[config.mk]
export PLATFORM = sky130hd
export DESIGN_NAME = status_reg
export DESIGN_NICKNAME = d
export VERILOG_FILES = /design/src/rtl/status_reg.sv
export SDC_FILE = /design/constraint.sdc
export NUM_CORES = 1
export LEC_CHECK = 0
export CAP_MARGIN = 40
export CORE_UTILIZATION = 30
export CTS_CLUSTER_SIZE = 14
export DETAILED_ROUTE_END_ITERATION = 10
export PLACE_DENSITY_LB_ADDON = 0.15
export REMOVE_ABC_BUFFERS = 1
export SLEW_MARGIN = 30
export SYNTH_ARGS = -nofsm -noshare
export SYNTH_HDL_FRONTEND = slang
export SYNTH_SLANG_ARGS = --single-unit
[constraint.sdc]
create_clock -name clk_i -period 1.5 [get_ports clk_i]
set_clock_uncertainty 0.15 [all_clocks]
set_input_delay 0.225 -clock clk_i [delete_from_list [all_inputs] [get_ports clk_i]]
set_output_delay 0.225 -clock clk_i [all_outputs]
set_load 0.01 [all_outputs]
[src/rtl/status_reg.sv]
// 6502 processor status register: flag updates, PLP/PHP formatting,
// NMI edge latching and IRQ polling.
module status_reg (
  input  logic       clk_i,
  input  logic       rst_i,
  input  logic [7:0] res_i,
  input  logic       carry_i,
  input  logic       overflow_i,
  input  logic       upd_nz_i,
  input  logic       upd_c_i,
  input  logic       upd_v_i,
  input  logic       bit_i,
  input  logic       flag_wr_i,
  input  logic [2:0] flag_sel_i,
  input  logic       flag_val_i,
  input  logic       load_i,
  input  logic [7:0] data_i,
  input  logic       brk_i,
  input  logic       nmi_i,
  input  logic       irq_i,
  input  logic       poll_i,
  input  logic       nmi_ack_i,
  output logic [7:0] p_o,
  output logic [7:0] p_push_o,
  output logic       carry_o,
  output logic       nmi_pending_o,
  output logic       irq_pending_o
);

  logic r_n, r_v, r_d, r_i, r_z, r_c;
  logic r_nmi_prev, r_nmi_latch, r_irq_pend;

  logic w_n, w_v, w_d, w_i, w_z, w_c;
  logic w_nmi_latch, w_irq_pend;
  logic w_res_zero;
  logic w_wr_c, w_wr_i, w_wr_d, w_wr_v;

  assign w_res_zero = (res_i == 8'h00);
  assign w_wr_c     = flag_wr_i && (flag_sel_i == 3'd0);
  assign w_wr_i     = flag_wr_i && (flag_sel_i == 3'd2);
  assign w_wr_d     = flag_wr_i && (flag_sel_i == 3'd3);
  assign w_wr_v     = flag_wr_i && (flag_sel_i == 3'd6);

  // Each flag resolves its own priority chain so that independent sources
  // targeting different flags in the same cycle all land.
  always_comb begin
    w_n = r_n;
    w_v = r_v;
    w_d = r_d;
    w_i = r_i;
    w_z = r_z;
    w_c = r_c;

    if (load_i)        w_n = data_i[7];
    else if (bit_i)    w_n = data_i[7];
    else if (upd_nz_i) w_n = res_i[7];

    if (load_i)        w_v = data_i[6];
    else if (w_wr_v)   w_v = flag_val_i;
    else if (bit_i)    w_v = data_i[6];
    else if (upd_v_i)  w_v = overflow_i;

    if (load_i)        w_d = data_i[3];
    else if (w_wr_d)   w_d = flag_val_i;

    if (load_i)        w_i = data_i[2];
    else if (w_wr_i)   w_i = flag_val_i;

    if (load_i)        w_z = data_i[1];
    else if (bit_i)    w_z = w_res_zero;
    else if (upd_nz_i) w_z = w_res_zero;

    if (load_i)        w_c = data_i[0];
    else if (w_wr_c)   w_c = flag_val_i;
    else if (upd_c_i)  w_c = carry_i;
  end

  // A fresh edge beats a simultaneous ack so a back-to-back NMI is not lost.
  always_comb begin
    w_nmi_latch = r_nmi_latch;
    if (nmi_i && !r_nmi_prev) w_nmi_latch = 1'b1;
    else if (nmi_ack_i)       w_nmi_latch = 1'b0;
  end

  // Poll uses the pre-write I, so CLI/SEI in the poll cycle affect the next poll.
  always_comb begin
    w_irq_pend = r_irq_pend;
    if (poll_i) w_irq_pend = irq_i && !r_i;
  end

  always_ff @(posedge clk_i) begin
    if (rst_i) begin
      r_n         <= 1'b0;
      r_v         <= 1'b0;
      r_d         <= 1'b0;
      r_i         <= 1'b1;
      r_z         <= 1'b0;
      r_c         <= 1'b0;
      r_nmi_prev  <= 1'b0;
      r_nmi_latch <= 1'b0;
      r_irq_pend  <= 1'b0;
    end else begin
      r_n         <= w_n;
      r_v         <= w_v;
      r_d         <= w_d;
      r_i         <= w_i;
      r_z         <= w_z;
      r_c         <= w_c;
      r_nmi_prev  <= nmi_i;
      r_nmi_latch <= w_nmi_latch;
      r_irq_pend  <= w_irq_pend;
    end
  end

  assign p_o           = {r_n, r_v, 1'b1, 1'b0, r_d, r_i, r_z, r_c};
  assign p_push_o      = {r_n, r_v, 1'b1, brk_i, r_d, r_i, r_z, r_c};
  assign carry_o       = r_c;
  assign nmi_pending_o = r_nmi_latch;
  assign irq_pending_o = r_irq_pend;

endmodule
==> out/metrics.cfg, run 1 <==
[route]
dr.pass1.iters=3
dr_total_vias=597
detail_route.drc_violations=0
wl_per_cell_um=10.7
antenna_violating_nets_post_route=0
initialDrtViolationCount=2
vias_per_cell=4.52
wirelength_um=1410

[job]
drv.max_cap_violation_count=0

[clock_network]
cts_inserted_buffers=3
clock_slew_seen_by_the_registers_of_the_worst_setup_and_hold_paths_ps=70
tritoncts=done
clock_tree.htree_level_count=1
cts.sink_count=9
cts_hold_buffers=0
ctsRootBufferMaster=clkbuf_4
post-cts-setup-buffers=0
cts_resized=15
clock_insertion_delay_worst_skew_ps=260
clock_path_buffers=2

[power_and_ir_drop]
leakage_power_of_the_design_uw=0.000444
pwr_density_cell_nw_per_um2=653
total_power_uw=660
power.ir.vdd_worst_mv=0.328

[sta]
whs_ps=300
fin_hold_viols=0
final-max-slew-violation-count=0
fmax_mhz=708
finalSetupViolations=0
fin_crit_sh_pct=94.2
rsz0062_at_grt=no
time_the_final_worst_path_needs_with_i_o_delays_and_setup_ps=1410

[cells_and_area]
final_util_pct=55.5
syn2layout_area_growth_pct=64.7
final_layout_size_suffix_gt1_share_pct=8.41
layout.nets=143
final_non_filler_cells=132
layout.area.seq_um2=180
finish.instance_area_um2=1010
multiInputGateArea_um2=297
antenna_cells_inserted=0
filler_cell_count=187

[status]
outcome=finished, final reports clean

[setup_path]
critical_path.max_fanout=4
critical_path_arrival_ps=1440
worstRegToRegCells=3
cp-start-kind=primary input
critical_path.cell_chain=clkdlybuf4s50_1, and4b_1, or3_1, o32ai_1
cp_slowest_stage_delay_ps=540
crit_buf_inv=1
cell_with_the_largest_stage_delay_on_the_worst_path=clkdlybuf4s50_1
end_kind=flop
critPathKind=primary input to flop
critPathRequiredTime_ps=1520
critPathTopFamily=simple AND/OR/NAND/NOR gates
critical_path_cell_count=4

[place]
dp.final_hpwl_um=1160
gp_congestion=0.665
dpl-instance-area_um2=1000
io_buffers=46
dp.cells=128

[synthesis]
yosys_top_cell_by_area=dfxtp_1
number_of_enable_flip_flop_cells_after_synthesis=0
synthDistinctLibCells=30
ys.warnings.count=0
synth_most_common_cell=buf_4
synth_top_cells_by_area=dfxtp_1 29%, buf_4 20%, mux2i_1 6.5%
synth.cells.most_frequent=16 x buf_4, 9 x dfxtp_1, 5 x nor2_1
avgSynthCellArea_um2=8.64
post_synth_inst_count=71
syn-cell-area_um2=613
synthDominantCellAreaShare_pct=29.4
flip_flop_and_latch_count_after_synthesis=9
synth.yosys.seq_area_share_pct=29.4
async_flop_share_pct=0
yosys_most_used_dff=dfxtp_1

[hold_path]
holdCritPathClass=primary input to output port
worst_hold_path.num_cells=0

[floorplanning]
total_number_of_placement_rows=15
ios=54
die_area_um2=2230
core_um2=1820
fp.dieW_um=47.2
initial_cell_density_of_the_core_pct=33.7
die-height_um=47.2

[grt]
grt_first_pass_wirelength_um=2260
antenna_found_initial=0
grt_pass1_vias=550
all_layer_gr_usage_pct=15.1
total_congestion_overflow_after_global_routing=0
grt_start_max_net_pins=7

==> cells by family after synthesis <==
kind of cell	after synthesis	share of synthesized area, %
buf+inv	21	22.9
simple gates	22	23.9
mux	5	8.37
flops	9	29.4
other cells	2	1.22
compound gates	12	14.3
==> routing by layer <==
metal	GRT usage (%)	vias up	wire length, µm
li1	-	305	-
met1	18.1	254	632
met2	21.9	36	607
met3	6.15	2	156
met4	10.3	0	17
met5	0	-	0
==> cell type report <==
cell class,instances,share of cell area [%]
multi-input cells,42,29.4
flip-flops and latches,9,17.8
inverters,3,1.12
repair buffers,49,46.0
well taps,25,3.10
clock buffers,4,2.60
==> placed cells by master, fill, tap and decap left out, types with 2 or more instances in the layout <==
cell type	instances
dfxtp_1	9
dlygate4sd2_1	15
a211oi_1	2
nand2b_1	3
nor4_1	2
clkbuf_4	3
nor2_1	5
a21oi_1	4
clkdlybuf4s50_1	31
mux2i_1	4
buf_4	3
nand3b_1	2
conb_1	3
inv_1	3
==> through the flow <==
stage	setup TNS (ps)	setup WS [ps]
2_1_floorplan	0	330
3_3_place_gp	-308	-150
3_5_place_dp	-332	-171
4_1_cts	0	106
5_1_grt	0	70.4
6_report	0	86.7
==> power breakdown <==
group | switching, µW | internal (µW)
clock | 88.5 | 103
combinational | 72.5 | 131
sequential | 10.1 | 255
==> final timing paths <==
check / start / to / slack [ps]
setup / recovery: flag_sel_i[0] / r_v$_SDFFE_PP0P_ / 90
hold / removal: brk_i / p_push_o[4] / 300
setup reg to reg: r_v$_SDFFE_PP0P_ / r_v$_SDFFE_PP0P_ / 380
hold reg to reg: irq_pending_o$_SDFFE_PP0P_ / irq_pending_o$_SDFFE_PP0P_ / 310
==> state kept, by name, indices dropped and copies added (netlist names) <==
register       flops
r_n                1
r_i                1
r_d                1
irq_pending_o      1
r_z                1
r_nmi_prev         1
r_v                1
nmi_pending_o      1
carry_o            1
Power figures use the tool's default switching activity.
==> run 2, diff against run 1 <==
--- a/config.mk
+++ b/config.mk
@@ -6,12 +6,12 @@
 export NUM_CORES = 1
 export LEC_CHECK = 0
 export CAP_MARGIN = 40
-export CORE_UTILIZATION = 30
+export CORE_UTILIZATION = 33
 export CTS_CLUSTER_SIZE = 14
 export DETAILED_ROUTE_END_ITERATION = 10
 export PLACE_DENSITY_LB_ADDON = 0.15
 export REMOVE_ABC_BUFFERS = 1
-export SLEW_MARGIN = 30
+export SLEW_MARGIN = 5
 export SYNTH_ARGS = -nofsm -noshare
 export SYNTH_HDL_FRONTEND = slang
 export SYNTH_SLANG_ARGS = --single-unit
==> constraint.sdc (replaced) <==
create_clock -name clk_i -period 1.8 [get_ports clk_i]
set_clock_uncertainty 0.15 [all_clocks]
set_input_delay 0.27 -clock clk_i [delete_from_list [all_inputs] [get_ports clk_i]]
set_output_delay 0.27 -clock clk_i [all_outputs]
set_load 0.01 [all_outputs]
==> run 2 against run 1 <==
Against the previous run: die area shrank 8.7%; combinational power shrank 8%; sequential share of layout area is 0.20 points lower; critical path depth down 3; cell count down 0.76%; final area grew 1.1%; non-clock buffer count shrank 1; worst hold slack better by 27 ps; via count increased by 1.3%; critical endpoint is now p_o[2]; global-route usage grew 1.4 points.
==> out/metrics.cfg, run 2 (synthesized netlist as in run 1, its figures left out) <==
[status]
outcome=finished, final reports clean

[route]
dr.pass1.iters=4  ; +1
detail_route.drc_violations=0  ; unchanged
wirelength_um=1470  ; +4.0%
wl_per_cell_um=11.2  ; +4.8%
antenna_violating_nets_post_route=0  ; unchanged
vias_per_cell=4.62  ; +2.1%
initialDrtViolationCount=1  ; -1
dr_total_vias=605  ; +1.3%

[floorplanning]
die-height_um=45.1  ; -4.5%
die_area_um2=2030  ; -8.7%
fp.dieW_um=45.1  ; -4.5%
total_number_of_placement_rows=15  ; unchanged
initial_cell_density_of_the_core_pct=35.5  ; +1.8 points
ios=54  ; unchanged
core_um2=1730  ; -5.2%

[cells_and_area]
multiInputGateArea_um2=297  ; unchanged
layout.nets=142  ; -0.70%
layout.area.seq_um2=180  ; unchanged
syn2layout_area_growth_pct=66.5
final_layout_size_suffix_gt1_share_pct=7.55  ; -0.86 points
layout.cells.most_common_list=46 x clkdlybuf4s50_1, 9 x dfxtp_1, 5 x nor2_1
final_common_cell=clkdlybuf4s50_1
filler_cell_count=161  ; -14%
antenna_cells_inserted=0  ; unchanged

[clock_network]
cts_hold_buffers=0  ; unchanged
clock_insertion_delay_worst_skew_ps=260  ; about the same
clock_slew_seen_by_the_registers_of_the_worst_setup_and_hold_paths_ps=70  ; about the same
tritoncts=done
post-cts-setup-buffers=0  ; unchanged
clock_path_buffers=2  ; unchanged
ctsRootBufferMaster=clkbuf_4
clock_tree.htree_level_count=1  ; unchanged
cts_inserted_buffers=3  ; unchanged
cts.sink_count=9  ; unchanged
cts_resized=0  ; -15

[grt]
grt_pass1_vias=582  ; +5.8%
grt_start_max_net_pins=7  ; unchanged
all_layer_gr_usage_pct=16.5  ; +1.4 points
grt_first_pass_wirelength_um=2390  ; +6.1%
antenna_found_initial=0  ; unchanged
total_congestion_overflow_after_global_routing=0  ; unchanged

[setup_path]
worstRegToRegCells=3  ; unchanged
reg_to_reg_end=r_v$_SDFFE_PP0P_
critPathTopFamily=buffers and inverters
cp-start-kind=flop
cp_slowest_stage_delay_ps=560  ; +20 ps
critical_path_cell_count=1  ; -3
startpoint=r_i$_SDFFE_PP1P_
crit_buf_inv=1  ; unchanged
end_kind=output port
critical_path.cell_chain=clkdlybuf4s50_1
launch_instance_of_the_worst_register_to_register_path=r_v$_SDFFE_PP0P_
critPathKind=flop to output port
critPathRequiredTime_ps=1380  ; -140 ps
critical_path.max_fanout=4  ; unchanged
rrSetupSlack_ps=660  ; +280 ps
critical_path_arrival_ps=1190  ; -250 ps
endpoint=p_o[2]
cell_with_the_largest_stage_delay_on_the_worst_path=clkdlybuf4s50_1

[power_and_ir_drop]
total_power_uw=572  ; -13%
intPower_uw=422  ; -14%
seqPwrFrac_pct=38.8  ; -1.4 points
pwr_density_cell_nw_per_um2=561  ; -14%
clock_power_share_pct=28.8  ; -0.2 points
combinationalPowerShare_pct=32.4  ; +1.6 points
leakage_power_of_the_design_uw=0.000397  ; -10%
power.share.switching_pct=26.2  ; +0.25 points
power.ir.vdd_worst_mv=0.297  ; -9.5%
p_switching_uw=150  ; -12%

[sta]
fmax_mhz=622
finalSetupViolations=0  ; unchanged
time_the_final_worst_path_needs_with_i_o_delays_and_setup_ps=1610
fin_crit_sh_pct=89.4
tns_ps=0  ; unchanged
fin_hold_viols=0  ; unchanged
rsz0062_at_grt=no
final-max-slew-violation-count=0  ; unchanged

[hold_path]
holdCritPathClass=flop to flop

[place]
dp.final_hpwl_um=1180  ; +1.5%
gp_congestion=0.639  ; -4.0%
io_buffers=46  ; unchanged

[job]
drv.max_cap_violation_count=0  ; unchanged

run 2: layout make-up:
cell class	instances	area share, %
inverter	3	1.10
timing repair buffer	48	46.6
tap	25	3.06
clock buffer	4	2.57
multi-input combinational	42	29.0
sequential	9	17.6
run 2: power groups by stage:
stage / sequential (µW) / clock, µW / combinational, µW
after CTS: 223 / 171 / 187
after detailed placement: 227 / 0 / 186
after floorplan: 238 / 0 / 39.1
after global placement: 226 / 0 / 183
after global routing: 224 / 188 / 200
final: 222 / 165 / 186
run 2: layer usage:
layer	GRT usage, %	part of all wire [%]	up-vias
li1	-	-	301
met1	19.1	42	268
met2	26.7	48	34
met3	5.60	9.0	2
met4	9.09	0.82	0
met5	0	0	-
run 2: worst min path at each step:
stage	from	endpoint	slack (ps)	cells after the start
after CTS	irq_pending_o$_SDFFE_PP0P_	irq_pending_o$_SDFFE_PP0P_	330	2
after global routing	irq_pending_o$_SDFFE_PP0P_	irq_pending_o$_SDFFE_PP0P_	340	2
after global placement	irq_pending_o$_SDFFE_PP0P_	irq_pending_o$_SDFFE_PP0P_	310	2
after floorplan	rst_i	irq_pending_o$_SDFFE_PP0P_	190	1
after detailed placement	nmi_pending_o$_SDFFE_PP0P_	nmi_pending_o$_SDFFE_PP0P_	310	2
final	nmi_pending_o$_SDFFE_PP0P_	nmi_pending_o$_SDFFE_PP0P_	330	2
run 2: per-stage QoR:
| step | hold WS (ps) | setup WS (ps) | area, µm² | util [%] | std cells |
|---|---|---|---|---|---|
| 3_3_place_gp | 306 | 107 | 995 | 57.6 | 127 |
| 6_report | 327 | 191 | 1020 | 59.1 | 131 |
| 5_1_grt | 344 | 111 | 1020 | 59.1 | 131 |
| 4_1_cts | 331 | 174 | 1020 | 59.1 | 131 |
| 3_5_place_dp | 315 | 97.7 | 995 | 57.6 | 127 |
| 2_1_floorplan | 189 | 630 | 488 | - | 54 |
